`config.mk`:
```
export PLATFORM = sky130hd
export DESIGN_NAME = fila_amostras_mc
export DESIGN_NICKNAME = d
export VERILOG_FILES = /design/src/rtl/fila_amostras_mc.sv
export SDC_FILE = /design/constraint.sdc
export NUM_CORES = 1
export LEC_CHECK = 0
export CAP_MARGIN = 20
export CORE_MARGIN = 3
export CORE_UTILIZATION = 35
export CTS_CLUSTER_DIAMETER = 100
export CTS_CLUSTER_SIZE = 20
export DETAILED_ROUTE_END_ITERATION = 8
export GPL_ROUTABILITY_DRIVEN = 0
export PLACE_DENSITY = 0.65
export SLEW_MARGIN = 25
export SYNTH_ARGS = -nofsm -noshare
export SYNTH_HDL_FRONTEND = slang
export SYNTH_SLANG_ARGS = --single-unit
```
`constraint.sdc`:
```
create_clock -name clk -period 6.55 [get_ports clk]
set_clock_uncertainty 0.15 [all_clocks]
set_input_delay 1.31 -clock clk [delete_from_list [all_inputs] [get_ports clk]]
set_output_delay 1.31 -clock clk [all_outputs]
set_load 0.005 [all_outputs]
```
`src/rtl/fila_amostras_mc.sv`:
```
// Per-channel PCM FIFOs that emit interleaved sets ch0..chN-1; an accepted error flushes all samples.
// Write-to-output latency 1 cycle; valid/ready on both sides. `FILA_AMOSTRAS_SATURACAO_EN adds input saturation.

module fila_amostras_mc_fifo #(
  parameter int LARG = 16,
  parameter int PROF = 4
) (
  input  logic            clk,
  input  logic            limpa_i,
  input  logic            push_i,
  input  logic [LARG-1:0] dado_i,
  input  logic            pop_i,
  output logic [LARG-1:0] cabeca_o,
  output logic            cheio_o,
  output logic            vazio_o
);
  localparam int AW = $clog2(PROF);

  logic [AW:0]     wr_q, wr_d, rd_q, rd_d;
  logic [LARG-1:0] mem_q [PROF];
  logic            escreve, le;

  assign cheio_o  = (wr_q[AW] != rd_q[AW]) && (wr_q[AW-1:0] == rd_q[AW-1:0]);
  assign vazio_o  = (wr_q == rd_q);
  assign cabeca_o = mem_q[rd_q[AW-1:0]];
  assign escreve  = push_i && !cheio_o && !limpa_i;
  assign le       = pop_i && !vazio_o && !limpa_i;

  always_comb begin
    wr_d = wr_q;
    rd_d = rd_q;
    if (limpa_i) begin
      wr_d = '0;
      rd_d = '0;
    end else begin
      if (escreve) wr_d = wr_q + (AW+1)'(1);
      if (le)      rd_d = rd_q + (AW+1)'(1);
    end
  end

  always_ff @(posedge clk) begin
    wr_q <= wr_d;
    rd_q <= rd_d;
  end

  always_ff @(posedge clk) begin
    if (escreve) mem_q[wr_q[AW-1:0]] <= dado_i;
  end
endmodule

module fila_amostras_mc #(
  parameter int NUM_CANAIS   = 2,
  parameter int LARG_AMOSTRA = 16,
  parameter int PROFUNDIDADE = 4,
  parameter int LARG_ERRO    = 8,
  localparam int LC = (NUM_CANAIS > 1) ? $clog2(NUM_CANAIS) : 1
) (
  input  logic                    clk,
  input  logic                    reset,
  input  logic                    amostra_in_valid,
  output logic                    amostra_in_ready,
  input  logic [LC-1:0]           amostra_in_canal,
  input  logic [LARG_AMOSTRA-1:0] amostra_in_dado,
`ifdef FILA_AMOSTRAS_SATURACAO_EN
  input  logic [LARG_AMOSTRA+1:0] amostra_in_larga,
  output logic [15:0]             contagem_saturacao,
`endif
  output logic                    amostra_out_valid,
  input  logic                    amostra_out_ready,
  output logic [LC-1:0]           amostra_out_canal,
  output logic [LARG_AMOSTRA-1:0] amostra_out_dado,
  output logic                    amostra_out_fim,
  input  logic                    erro_in_valid,
  output logic                    erro_in_ready,
  input  logic [LARG_ERRO-1:0]    erro_in_codigo,
  output logic                    erro_out_valid,
  input  logic                    erro_out_ready,
  output logic [LARG_ERRO-1:0]    erro_out_codigo,
  output logic [NUM_CANAIS-1:0]   cheio
);
  typedef enum logic {OCIOSO, EMITINDO} estado_t;

  estado_t                 estado_q, estado_d;
  logic [LC-1:0]           canal_saida_q, canal_saida_d;
  logic                    erro_out_valid_q, erro_out_valid_d;
  logic [LARG_ERRO-1:0]    erro_out_codigo_q, erro_out_codigo_d;
  logic [LARG_AMOSTRA-1:0] cabeca [NUM_CANAIS];
  logic [NUM_CANAIS-1:0]   vazio;
  logic [LARG_AMOSTRA-1:0] dado_wr, dado_saida;
  logic                    canal_in_ok, cheio_sel, erro_aceito, wr_ok, pop_ok, ultimo, limpa;

  assign canal_in_ok = 32'(amostra_in_canal) < NUM_CANAIS;

  always_comb begin
    cheio_sel  = 1'b0;
    dado_saida = '0;
    for (int c = 0; c < NUM_CANAIS; c++) begin
      if (amostra_in_canal == LC'(c)) cheio_sel  = cheio[c];
      if (canal_saida_q == LC'(c))    dado_saida = cabeca[c];
    end
  end

  assign erro_in_ready    = !erro_out_valid_q || erro_out_ready;
  assign erro_aceito      = erro_in_valid && erro_in_ready;
  assign limpa            = reset || erro_aceito;
  assign amostra_in_ready = !cheio_sel && !erro_in_valid;
  assign wr_ok            = amostra_in_valid && amostra_in_ready && canal_in_ok && !erro_aceito;

  // Once a set has started every channel is known to hold its sample, so EMITINDO needs no check.
  assign ultimo            = (canal_saida_q == LC'(NUM_CANAIS-1));
  assign amostra_out_valid = !erro_in_valid && ((estado_q == EMITINDO) || (vazio == '0));
  assign amostra_out_canal = canal_saida_q;
  assign amostra_out_dado  = dado_saida;
  assign amostra_out_fim   = ultimo;
  assign pop_ok            = amostra_out_valid && amostra_out_ready && !erro_aceito;

  assign erro_out_valid  = erro_out_valid_q;
  assign erro_out_codigo = erro_out_codigo_q;

`ifdef FILA_AMOSTRAS_SATURACAO_EN
  logic        satura;
  logic [15:0] contagem_q, contagem_d;

  // Top three bits equal means the value already fits in LARG_AMOSTRA signed bits.
  assign satura = !((amostra_in_larga[LARG_AMOSTRA+1] == amostra_in_larga[LARG_AMOSTRA]) &&
                    (amostra_in_larga[LARG_AMOSTRA] == amostra_in_larga[LARG_AMOSTRA-1]));

  always_comb begin
    dado_wr = amostra_in_larga[LARG_AMOSTRA-1:0];
    if (satura)
      dado_wr = amostra_in_larga[LARG_AMOSTRA+1] ? {1'b1, {(LARG_AMOSTRA-1){1'b0}}}
                                                 : {1'b0, {(LARG_AMOSTRA-1){1'b1}}};
  end

  always_comb begin
    contagem_d = contagem_q;
    if (erro_aceito)
      contagem_d = '0;
    else if (wr_ok && satura && (contagem_q != 16'hFFFF))
      contagem_d = contagem_q + 16'd1;
  end

  always_ff @(posedge clk) begin
    if (reset) contagem_q <= '0;
    else       contagem_q <= contagem_d;
  end

  assign contagem_saturacao = contagem_q;
`else
  assign dado_wr = amostra_in_dado;
`endif

  for (genvar g = 0; g < NUM_CANAIS; g++) begin : g_canal
    fila_amostras_mc_fifo #(
      .LARG (LARG_AMOSTRA),
      .PROF (PROFUNDIDADE)
    ) u_fifo (
      .clk      (clk),
      .limpa_i  (limpa),
      .push_i   (wr_ok && (amostra_in_canal == LC'(g))),
      .dado_i   (dado_wr),
      .pop_i    (pop_ok && (canal_saida_q == LC'(g))),
      .cabeca_o (cabeca[g]),
      .cheio_o  (cheio[g]),
      .vazio_o  (vazio[g])
    );
  end

  always_comb begin
    estado_d      = estado_q;
    canal_saida_d = canal_saida_q;
    if (erro_aceito) begin
      estado_d      = OCIOSO;
      canal_saida_d = '0;
    end else if (pop_ok) begin
      if (ultimo) begin
        estado_d      = OCIOSO;
        canal_saida_d = '0;
      end else begin
        estado_d      = EMITINDO;
        canal_saida_d = canal_saida_q + LC'(1);
      end
    end
  end

  always_comb begin
    erro_out_valid_d  = erro_out_valid_q;
    erro_out_codigo_d = erro_out_codigo_q;
    if (erro_aceito) begin
      erro_out_valid_d  = 1'b1;
      erro_out_codigo_d = erro_in_codigo;
    end else if (erro_out_ready) begin
      erro_out_valid_d  = 1'b0;
    end
  end

  always_ff @(posedge clk) begin
    if (reset) begin
      estado_q          <= OCIOSO;
      canal_saida_q     <= '0;
      erro_out_valid_q  <= 1'b0;
      erro_out_codigo_q <= '0;
    end else begin
      estado_q          <= estado_d;
      canal_saida_q     <= canal_saida_d;
      erro_out_valid_q  <= erro_out_valid_d;
      erro_out_codigo_q <= erro_out_codigo_d;
    end
  end
endmodule

```
==> flow_summary_export.csv <==
group,metric,value,unit
yosys,ys_types,37,
clock_tree,postCtsResizedCells,0,
yosys,synth.area.top_cells,"edfxtp_1 61%, mux4_1 13%, dfxtp_1 8.3%, mux2_2 2.9%, ha_1 2.0%",
grt,grt_pass1_wl,18800,µm
cells_and_area,finalCoreUtilization,0.439,
grt,overflow,0,
sta,relSlewSlack,0.327,
floorplanning,start_util,0.360,
clock_tree,htreeDepth,4,
grt,antenna_found_initial,0,
drt,wirelength,11800,µm
yosys,synth_nets,380,
yosys,syn_area_per_cell,18.5,µm²
yosys,synth-compound-area-share,0.0215,
critical_path,cp_max_fo,19,
place,numPlacedInstances,609,
sta,setup_viol,0,
clock_tree,ctsLongestPathBuffers,2,
yosys,synth_top_family_by_area,"multiplexers",
yosys,synth_ff_type,"edfxtp_1",
sta,finalHoldViolCount,0,
floorplanning,die_w,140,µm
critical_path,cpMostUsedCell,"clkdlybuf4s50_1",
critical_path,worstSetupEndpointType,"output pin",
critical_path,worstPathRequired,5.09,ns
grt,grt_start_max_net_pins,21,
yosys,ys_seq_area_frac,0.695,
clock_tree,cts_setup_buffers,0,
sta,timing.final.crit_share,0.675,
outcome,outcome,"finished clean",
drt,viasPerCell,4.99,
cells_and_area,area_growth,21.7,%
cells_and_area,stdcell_area,7640,µm²
yosys,synthSimpleGateAreaFrac,0.0500,
floorplanning,die-area,19600,µm²
sta,rsz0062_at_grt,"false",
yosys,synth_edf_count,128,
drt,dr.pass1.iters,4,
grt,grt.total_usage,0.128,
sta,setup_slack,2.13,ns
yosys,synth-seq-cells,154,
yosys,synthXorXnorAreaFrac,0.0167,
critical_path,crit_arrival,2.96,ns
floorplanning,io_pins,63,
cells_and_area,fin_cells,639,
drt,antenna_left,0,
critical_path,slowest_delay,0.72,ns
clock_tree,cts-root-buf,"clkbuf_16",
pwr,leakage,2.52,nW
clock_tree,worstSkewPairLatency,0.42,ns
clock_tree,cts_tree,"done",
sta,max_freq,0.226,GHz
cells_and_area,final_common_cell,"edfxtp_1",
floorplanning,die_y,140,µm
min_path,min_path_type,"flip-flop to flip-flop",
place,io_buffers,62,
yosys,synthMuxAreaShare,0.171,
cells_and_area,fin_nets,444,
pwr,powerDensity,272,nW/µm²
yosys,syn-cell-area,6280,µm²
clock_tree,cts.sinks,154,
yosys,ys_warn_count,0,
cells_and_area,filler_cell_count,1511,
yosys,syn_inst,339,
cells_and_area,n_antenna_cell,0,
yosys,synthAdderAreaFrac,0.0199,
yosys,yosysTopAreaCell,"edfxtp_1",
sta,drv_slew,0,
sta,fin_tns_setup,0,ns
flow_run,maxCapViolCount,0,
clock_tree,holdBufCountCts,0,
critical_path,slowest_stage,"clkdlybuf4s50_1",
critical_path,crit_type,"input port to output pin",
drt,drt-wirelength-per-cell,18.5,µm
grt,first_global_vias,3383,
critical_path,cp_top_family,"buffers and inverters",
place,placed_cell_area,7070,µm²
critical_path,startpoint_type,"input port",
pwr,power,2.08,mW
sta,hold_ws,0.313,ns
cells_and_area,drive_gt1_frac,0.121,
yosys,synth_top_area_share,0.612,
critical_path,cp_num_buf_inv,2,
clock_tree,path_clk_slew,0.05,ns
sta,worst_pin_slew,1.01,ns
clock_tree,cts_made_buffers,17,
floorplanning,core-area,17400,µm²
cells_and_area,mostFrequentLayoutCells,"128 x edfxtp_1, 62 x clkdlybuf4s50_1, 30 x mux4_1",
place,hpwl,7110,µm
drt,first_iter_violations,270,
place,dpl_worst_slack,2.17,ns
sta,fin_crit,4.42,ns
drt,drc,0,
pwr,ir_drop,0.000185,V
critical_path,crit_chain,"clkdlybuf4s50_1 > a211oi_1 > clkdlybuf4s50_1",
yosys,synthArstFlopShare,0,
drt,route.vias.total,3191,
floorplanning,row_count,48,
[cell usage after synthesis (5+ instances only)]
cell      number
edfxtp_1     128
mux2i_1        6
ha_1          10
and2_1         6
nand2b_1       5
inv_1          5
nand2_1       18
xnor2_1       10
nand3_1       10
nor2_1         9
a21oi_1       14
mux4_1        30
mux2_2        16
dfxtp_1       26
[path summary, 6_finish.rpt]
path	slack [ns]	startpoint	endpoint	cells past startpoint
worst max-delay path	2.13	erro_in_valid	amostra_in_ready	3
worst max register to register	3.88	erro_out_valid	g_canal[1].u_fifo.mem_q[0][6]	4
worst min register to register	0.31	erro_out_codigo[1]	erro_out_codigo[1]	2
worst min-delay path	0.31	erro_out_codigo[1]	erro_out_codigo[1]	2
[routing by layer]
| metal | vias up | GRT usage | part of all wire |
|---|---|---|---|
| met5 | - | 0 | 0 |
| met4 | 0 | 0.0403 | 0.011 |
| met3 | 9 | 0.0447 | 0.046 |
| met2 | 72 | 0.209 | 0.49 |
| met1 | 1631 | 0.161 | 0.45 |
| li1 | 1479 | - | - |
[worst reg2reg max path: cells and delay by family (launching register included)]
family             cells  cell delay, ns
AOI/OAI and AO/OA      1            0.45
DFF                    1            0.34
and+or+nand+nor        3            1.34
[cell families (layout without fill, tap and decap cells)]
logic type,Yosys count,in the layout
flip-flops,154,154
AND/OR/NAND/NOR,61,61
multiplexers,54,54
buffers and inverters,25,100
AO/OA/AOI/OAI,23,23
XOR/XNOR,12,12
adder cells (fa/ha/maj),10,10
[state kept, by name, summed over array words and instances (netlist names), named ones only]
name and flops:
erro_out_codigo 8, erro_out_valid 1, estado_q 1, g_canal.u_fifo.mem_q 128, g_canal.u_fifo.rd_q 6, g_canal.u_fifo.wr_q 6
[where the power goes]
| group | leakage [nW] | switching [mW] | internal [mW] |
|---|---|---|---|
| clock | 0.276 | 0.352 | 0.591 |
| sequential | 1.36 | 0.00312 | 1.07 |
| combinational | 0.879 | 0.0303 | 0.0321 |
| total | 2.52 | 0.386 | 1.69 |
[layout make-up]
type / instances / area (µm²) / area share
multi-input cells: 160 / 1760 / 0.231
clock inverters: 9 / 125 / 0.0164
well taps: 225 / 282 / 0.0369
repair buffers: 65 / 643 / 0.0842
clock buffers: 21 / 440 / 0.0577
flip-flops and latches: 154 / 4370 / 0.572
inverters: 5 / 18.8 / 0.00246
Note: power is estimated with default switching activity, not from simulation.
